File: config.mk
export PLATFORM = sky130hd
export DESIGN_NAME = uart_rx_control
export DESIGN_NICKNAME = d
export VERILOG_FILES = /design/src/rtl/uart_rx_control.sv
export SDC_FILE = /design/constraint.sdc
export NUM_CORES = 1
export LEC_CHECK = 0
export ABC_AREA = 1
export ABC_CLOCK_PERIOD_IN_PS = 2350
export CORE_UTILIZATION = 64
export CTS_BUF_LIST = sky130_fd_sc_hd__clkbuf_8 sky130_fd_sc_hd__clkbuf_16
export DETAILED_ROUTE_END_ITERATION = 10
export GPL_TIMING_DRIVEN = 0
export PLACE_DENSITY_LB_ADDON = 0.12
export SYNTH_ARGS = -nofsm -noshare
export SYNTH_HDL_FRONTEND = slang
export SYNTH_SLANG_ARGS = --single-unit
File: constraint.sdc
create_clock -name CLOCK_50M -period 2.35 [get_ports CLOCK_50M]
set_input_delay 0.3525 -clock CLOCK_50M [delete_from_list [all_inputs] [get_ports CLOCK_50M]]
set_output_delay 0.3525 -clock CLOCK_50M [all_outputs]
set_load 0.005 [all_outputs]
File: src/rtl/uart_rx_control.sv
// UART byte receiver: start, 8 data bits LSB first, 9th-bit slot, stop; samples each bit mid-bit.
// Define RX_PARITY_EN to check the 9th bit as parity (PARITY_ODD selects odd); otherwise it is a stop bit.
module uart_rx_control #(
   parameter int unsigned BPS_DIV = 5208
`ifdef RX_PARITY_EN
   ,
   parameter bit PARITY_ODD = 1'b0
`endif
) (
   input  logic       CLOCK_50M,
   input  logic       RST_n,
   input  logic       Rx_En_Sig,
   input  logic       Rx_Pin,
   output logic [7:0] Rx_Data,
   output logic       Rx_Done_Sig,
   output logic       Rx_Err_Sig,
   output logic       Rx_Busy
);

   localparam int unsigned CntW = $clog2(BPS_DIV);
   localparam logic [CntW-1:0] BitLast  = CntW'(BPS_DIV - 1);
   localparam logic [CntW-1:0] HalfLast = CntW'(BPS_DIV / 2 - 1);

   typedef enum logic [2:0] {StIdle, StStart, StData, StSlot9, StStop, StDone} state_t;

   state_t          state;
   logic [2:0]      rx_sync;
   logic [CntW-1:0] baud_cnt;
   logic [2:0]      bit_idx;
   logic [7:0]      shift_reg;
   logic            frame_err;
   logic            line;
   logic            line_fall;
   logic            bit_tick;

   // rx_sync[1] is the synchronized line; rx_sync[2] is its previous value for edge detection
   assign line      = rx_sync[1];
   assign line_fall = rx_sync[2] & ~rx_sync[1];
   assign bit_tick  = (baud_cnt == BitLast);

   always_ff @(posedge CLOCK_50M or negedge RST_n) begin
      if (!RST_n) begin
         rx_sync     <= 3'b111;
         state       <= StIdle;
         baud_cnt    <= '0;
         bit_idx     <= '0;
         shift_reg   <= '0;
         frame_err   <= 1'b0;
         Rx_Data     <= 8'h00;
         Rx_Done_Sig <= 1'b0;
         Rx_Err_Sig  <= 1'b0;
         Rx_Busy     <= 1'b0;
      end else begin
         rx_sync     <= {rx_sync[1:0], Rx_Pin};
         Rx_Done_Sig <= 1'b0;
         Rx_Err_Sig  <= 1'b0;
         if (!Rx_En_Sig) begin
            state   <= StIdle;
            Rx_Busy <= 1'b0;
         end else begin
            unique case (state)
               StIdle: begin
                  if (line_fall) begin
                     state     <= StStart;
                     baud_cnt  <= '0;
                     bit_idx   <= '0;
                     frame_err <= 1'b0;
                     Rx_Busy   <= 1'b1;
                  end
               end
               StStart: begin
                  if (baud_cnt == HalfLast) begin
                     baud_cnt <= '0;
                     if (line) begin
                        state   <= StIdle;
                        Rx_Busy <= 1'b0;
                     end else begin
                        state <= StData;
                     end
                  end else begin
                     baud_cnt <= baud_cnt + CntW'(1);
                  end
               end
               StData: begin
                  if (bit_tick) begin
                     baud_cnt           <= '0;
                     shift_reg[bit_idx] <= line;
                     if (bit_idx == 3'd7) state <= StSlot9;
                     else bit_idx <= bit_idx + 3'd1;
                  end else begin
                     baud_cnt <= baud_cnt + CntW'(1);
                  end
               end
               StSlot9: begin
                  if (bit_tick) begin
                     baud_cnt <= '0;
                     state    <= StStop;
`ifdef RX_PARITY_EN
                     frame_err <= (line != (^shift_reg ^ PARITY_ODD));
`else
                     frame_err <= ~line;
`endif
                  end else begin
                     baud_cnt <= baud_cnt + CntW'(1);
                  end
               end
               StStop: begin
                  if (bit_tick) begin
                     baud_cnt <= '0;
                     state    <= StDone;
                     if (!line) frame_err <= 1'b1;
                  end else begin
                     baud_cnt <= baud_cnt + CntW'(1);
                  end
               end
               StDone: begin
                  // Leaving mid-stop-bit lets the next frame's start edge be caught immediately
                  Rx_Data     <= shift_reg;
                  Rx_Done_Sig <= 1'b1;
                  Rx_Err_Sig  <= frame_err;
                  Rx_Busy     <= 1'b0;
                  state       <= StIdle;
               end
               default: state <= StIdle;
            endcase
         end
      end
   end

endmodule

# Word-level counts from Yosys, hierarchy flattened
# Cells that the tools add are included.
[word_totals] regBits=42 latchBits=0 ramBits=0 mem_bits_ro=0 input_bits=4 out_inout_bits=11 elab_cells=85 n_memories=0
[op_classes] addsub=2 multipliers=0 div_mod_pow=0 n_lt_le_gt_ge=2 n_eq_ne=22 shift=0 n_mux=34 bitwise_logic=2 n_reduce_logical=13
[op_table] op="$mux 13" count=3
[op_table] op="$pmux 13 s3" count=1
[op_table] op="$mux 3" count=10
[op_table] op="$ne 3x3->1 const B" count=7
[op_table] op="$pmux 3 s5" count=1
[op_table] op="$add 13x1->13 const B" count=1
[op_table] op="$eq 13x12->1 const B" count=1
[op_table] op="$eq 13x13->1 const B" count=1
[op_table] op="$mux 1" count=13
[op_table] op="$ne 2x2->1 const B" count=6
[op_table] op="$reduce_and 6->1" count=2
[op_table] op="$eq 3x3->1 const B" count=3
[op_table] op="$bwmux 8" count=1
[op_table] op="$eq 3x2->1 const B" count=2
[op_table] op="$pmux 1 s3" count=2
[op_table] op="$pmux 3 s2" count=1
[op_table] op="$reduce_and 3->1" count=2
[op_table] op="$reduce_bool 3->1" count=2
[op_table] op="$reduce_and 5->1" count=1
[op_table] op="$lt 3x4->1 const B" count=1
[op_table] op="$ne 4x1->1 const B" count=1
[op_table] op="$reduce_and 4->1" count=1
[op_table] op="$add 3x1->3 const B" count=1
[op_table] op="$demux 1 s3" count=1
[op_table] op="other kinds (10)" count=10

# Logic depth before layout (Yosys ltp)
[logic_depth] depth_word=5 ltp_mapped=12 depth_no_buf=10

# Worst setup path after synthesis
# No wires, ideal clock.
[synth_timing] path_type="register to register" startpoint="register rx_sync[1]" endpoint="register baud_cnt[11]" setup_ns=0.121 arrival_ns=1.396 t_required_ns=2.229 slack_ns=0.833 path_stages_with_launch=12 path_buffers=2 period_less_slack_ns=1.517 cell_sequence="dfstp_2 -> buf_2 -> inv_1 -> nand2_1 -> nand2_2 -> nand2_4 -> inv_2 -> buf_6 -> nand2_1 -> nand2_1 -> nand2_1 -> nor2_1"
[synth_via] elab_chain_cells=4
[synth_rtl] item="start, declared" line="27" text="logic [2:0] rx_sync;"
[synth_rtl] item="start signal, assigned" line="54" text="rx_sync <= {rx_sync[1:0], Rx_Pin};"
[synth_rtl] item="$not 1->1" line="38" text="assign line_fall = rx_sync[2] & ~rx_sync[1];"
[synth_rtl] item="$and 1x1->1" line="38"
[synth_rtl] item="$ne 2x2->1 (no line)"
[synth_rtl] item="$reduce_and 3->1 (no line)"
[synth_rtl] item="end signal, assigned" line="81" text="baud_cnt <= baud_cnt + CntW'(1);"
[synth_rtl] item="end signal, assigned" line="91" text="baud_cnt <= baud_cnt + CntW'(1);"
[synth_rtl] item="end signal, assigned" line="104" text="baud_cnt <= baud_cnt + CntW'(1);"
[synth_rtl] item="end, declared" line="28" text="logic [CntW-1:0] baud_cnt;"
# Every way passes these cells.
# A chain may end at the register's enable or synchronous reset.

# Worst setup path in the final report
# Ends and elaborated chain as after synthesis.

==> results by group <==
Worst setup path
  – WS Path Type: reg -> reg
  – CP delay by family, top: simple AND/OR/NAND/NOR gates
  – CP arrival: approximately 1900 ps
  – Crit. End Element: flop
  – Critical-path maximum fanout: 10
  – Worst-path cell chain: buf_2 -> inv_1 -> nand2_1 -> nand2_2 -> nand2_4 -> inv_2 -> buf_6 -> nand2_1 -> nand2_1 -> nand2_1 -> nor2_1
  – Slowest CP cell: dfstp_2
  – Worst path required time: ~2500 ps
  – Worst setup SP type: flop
  – Top cell by count, worst path: nand2_1
  – Buf/Inv on CP: 4
  – Max stage delay on crit path: about 530 ps

Detailed routing
  – DRT antenna net count: 0
  – Detailed-routed wire length on met3: between 200 and 300 um
  – Wire length per cell: ~12 um
  – Max layer used: met4
  – Vias per Instance: 5.39
  – Drt first pass iters: 5
  – Wl on met1: 2510 um
  – Met2 wire length: ~2200 um
  – Initial drt markers: around 210
  – Residual DRC count: 0
  – Final wirelength: around 5000 um
  – Vias after detailed routing: 2,269

Logic synthesis
  – Sequential share of the synthesized area: 42.3%
  – Ys async rst share: 100%
  – Largest area contributor in the netlist: dfrtp_1
  – Synth Flop Type: dfrtp_1
  – Synth top area share: between 30% and 40%
  – Most frequent cell after synthesis: nand2_1
  – Largest cells by area after synthesis: dfrtp_1 39%, nand2_1 20%, nor2_1 6.8%
  – Synthesized flop and latch total: 42
  – YS warnings: 0
  – Mapped cell area: 2490 um2
  – Syn nets: roughly 360
  – Synth top cells by count: 134 x nand2_1, 45 x nor2_1, 39 x dfrtp_1, 29 x inv_1, 26 x nand4_1
  – Cell count after synthesis: between 300 and 400
  – EDFF count, synth: 0
  – Syn Area/Cell: between 7 and 8 um2
  – Number of distinct library cells after synthesis: 31

Layout
  – Area Overhead vs Synth: 12.5%
  – Diodes inserted: 0
  – Share of cells above drive strength 1: 9.65%
  – Final instance area: between 2000 and 3000 um2
  – NumNets Final: 380
  – Max FFs per register: 13
  – Finished Core Util: about three quarters

CTS
  – CTS max path bufs: 2
  – Worst-Skew Late Latency: 290 ps
  – # Post-CTS Setup Buffers: 0
  – CTS root buffer: clkbuf_8
  – TritonCTS Buffers: 5
  – Post-CTS Resized: 0
  – Reg clk slew, reported paths: around 80 ps
  – H-tree levels: 2
  – Number of clock sinks: between 40 and 50
  – Post-CTS Hold Buffers: 1
  – CTS tree: built

STA
  – RSZ-0062 raised after global routing: false
  – Final worst path period need: about 1700 ps
  – Rel. slew slack: 57.8%
  – TNS Setup: 0 ps
  – Final Hold Viols: 0
  – Slew @ Worst Pin: between 600 and 700 ps
  – Highest Clock Rate: between 500 and 600 MHz
  – Slew Limit Fails: 0
  – Fin crit share: 74.2%
  – Max Clock Skew: 3.95 ps
  – Setup Viol. Count Final: 0

Global route
  – Total GRT Usage: between 20 and 30%
  – First-pass GRT wire length: 8910 um
  – Remaining global-route overflow: 0
  – Largest net degree at the start of global routing: 32
  – Vias in the first global route: between 2k and 2.5k
  – Antenna violations before repair: 0

Job
  – Max Cap Viol: 0

Pwr
  – Pwr per Cell Area: 649 nW/um2
  – Power consumption: 1820 uW
  – Maximum vdd drop: a little under 0.0006 V
  – Leak: approximately 0.0014 uW

Status
  – Status: finished clean

Placement
  – Placed instance area: 2700 um2
  – IO Port Bufs: 13
  – RD Place Congestion: slightly above 0.9
  – HPWL after DPL: 3850 um

Floorplanning
  – Total Die Area: approximately 4100 um2
  – Initial cell density of the core: 67.5%
  – Num ports: 15
  – Die X: between 60 and 70 um
  – Core Region: approximately 3700 um2
  – Die Height: 64.4 um
  – Row count: 22

Hold path
  – Worst min-delay path class: reg -> reg
## cells by family (layout without fill, tap and decap cells)
family / after synthesis / count (layout) / share of synthesized area [%]
XOR/XNOR: 3 / 3 / 1.05
adder cells (fa/ha/maj): 4 / 4 / 2.01
flip-flops: 42 / 42 / 42.3
AO/OA/AOI/OAI: 6 / 6 / 1.46
AND/OR/NAND/NOR: 252 / 252 / 45.3
buffers and inverters: 43 / 66 / 7.83
## worst paths after layout
check,from,endpoint,slack [ps],cells past startpoint
min reg2reg,rx_sync[0],rx_sync[1],360,0
max in group asynchronous,RST_n,rx_sync[0],1350,3
max,rx_sync[1],baud_cnt[11],610,11
max reg2reg,rx_sync[1],baud_cnt[11],610,11
min,rx_sync[0],rx_sync[1],360,0
min in group asynchronous,RST_n,baud_cnt[4],470,2
## layer usage
| metal | vias up | GRT usage, % |
|---|---|---|
| li1 | 1165 | - |
| met1 | 1025 | 41.7 |
| met2 | 72 | 41.1 |
| met3 | 7 | 5.54 |
| met4 | 0 | 7.22 |
| met5 | - | 0 |
## stage by stage
| stage | worst slack (ps) | hold WS (ps) | instances |
|---|---|---|---|
| 2_1_floorplan | 833 | 56.9 | 350 |
| 3_3_place_gp | -104 | 347 | 411 |
| 3_5_place_dp | 629 | 260 | 412 |
| 4_1_cts | 603 | 363 | 421 |
| 5_1_grt | 400 | 368 | 421 |
| 6_report | 606 | 362 | 421 |
## worst reg2reg max path: stages, from the launching register on
cell and delay, ps:
dfstp_2 530, buf_2 210, inv_1 100, nand2_1 100
nand2_2 100, nand2_4 180, inv_2 70, buf_6 140
nand2_1 60, nand2_1 40, nand2_1 60, nor2_1 40
## cell type report
| cell class | count | area [um2] |
|---|---|---|
| Multi-Input combinational cell | 265 | 1240 |
| Inverter | 35 | 136 |
| Buffer | 8 | 58.8 |
| Timing Repair Buffer | 15 | 155 |
| Tap cell | 48 | 60.1 |
| Clock buffer | 6 | 82.6 |
| Fill cell | 289 | 887 |
| Clock inverter | 2 | 12.5 |
| Sequential cell | 42 | 1050 |
## layout by cell type (no fill, tap or decap), types with 4 or more instances in the layout
| master | instances |
|---|---|
| clkbuf_8 | 6 |
| clkdlybuf4s50_1 | 12 |
| dfrtp_1 | 39 |
| ha_1 | 4 |
| inv_1 | 29 |
| inv_2 | 5 |
| nand2_1 | 134 |
| nand3_1 | 25 |
| nand4_1 | 26 |
| nor2_1 | 45 |
| nor3_1 | 7 |
| o21ai_0 | 4 |
## power by group
| part | internal, uW | leakage, uW | switching [uW] |
|---|---|---|---|
| registers | 768 | 0.000572 | 45.3 |
| clock network | 236 | 0.0000472 | 245 |
| logic | 165 | 0.000785 | 359 |
Note: power is estimated with default switching activity, not from simulation.
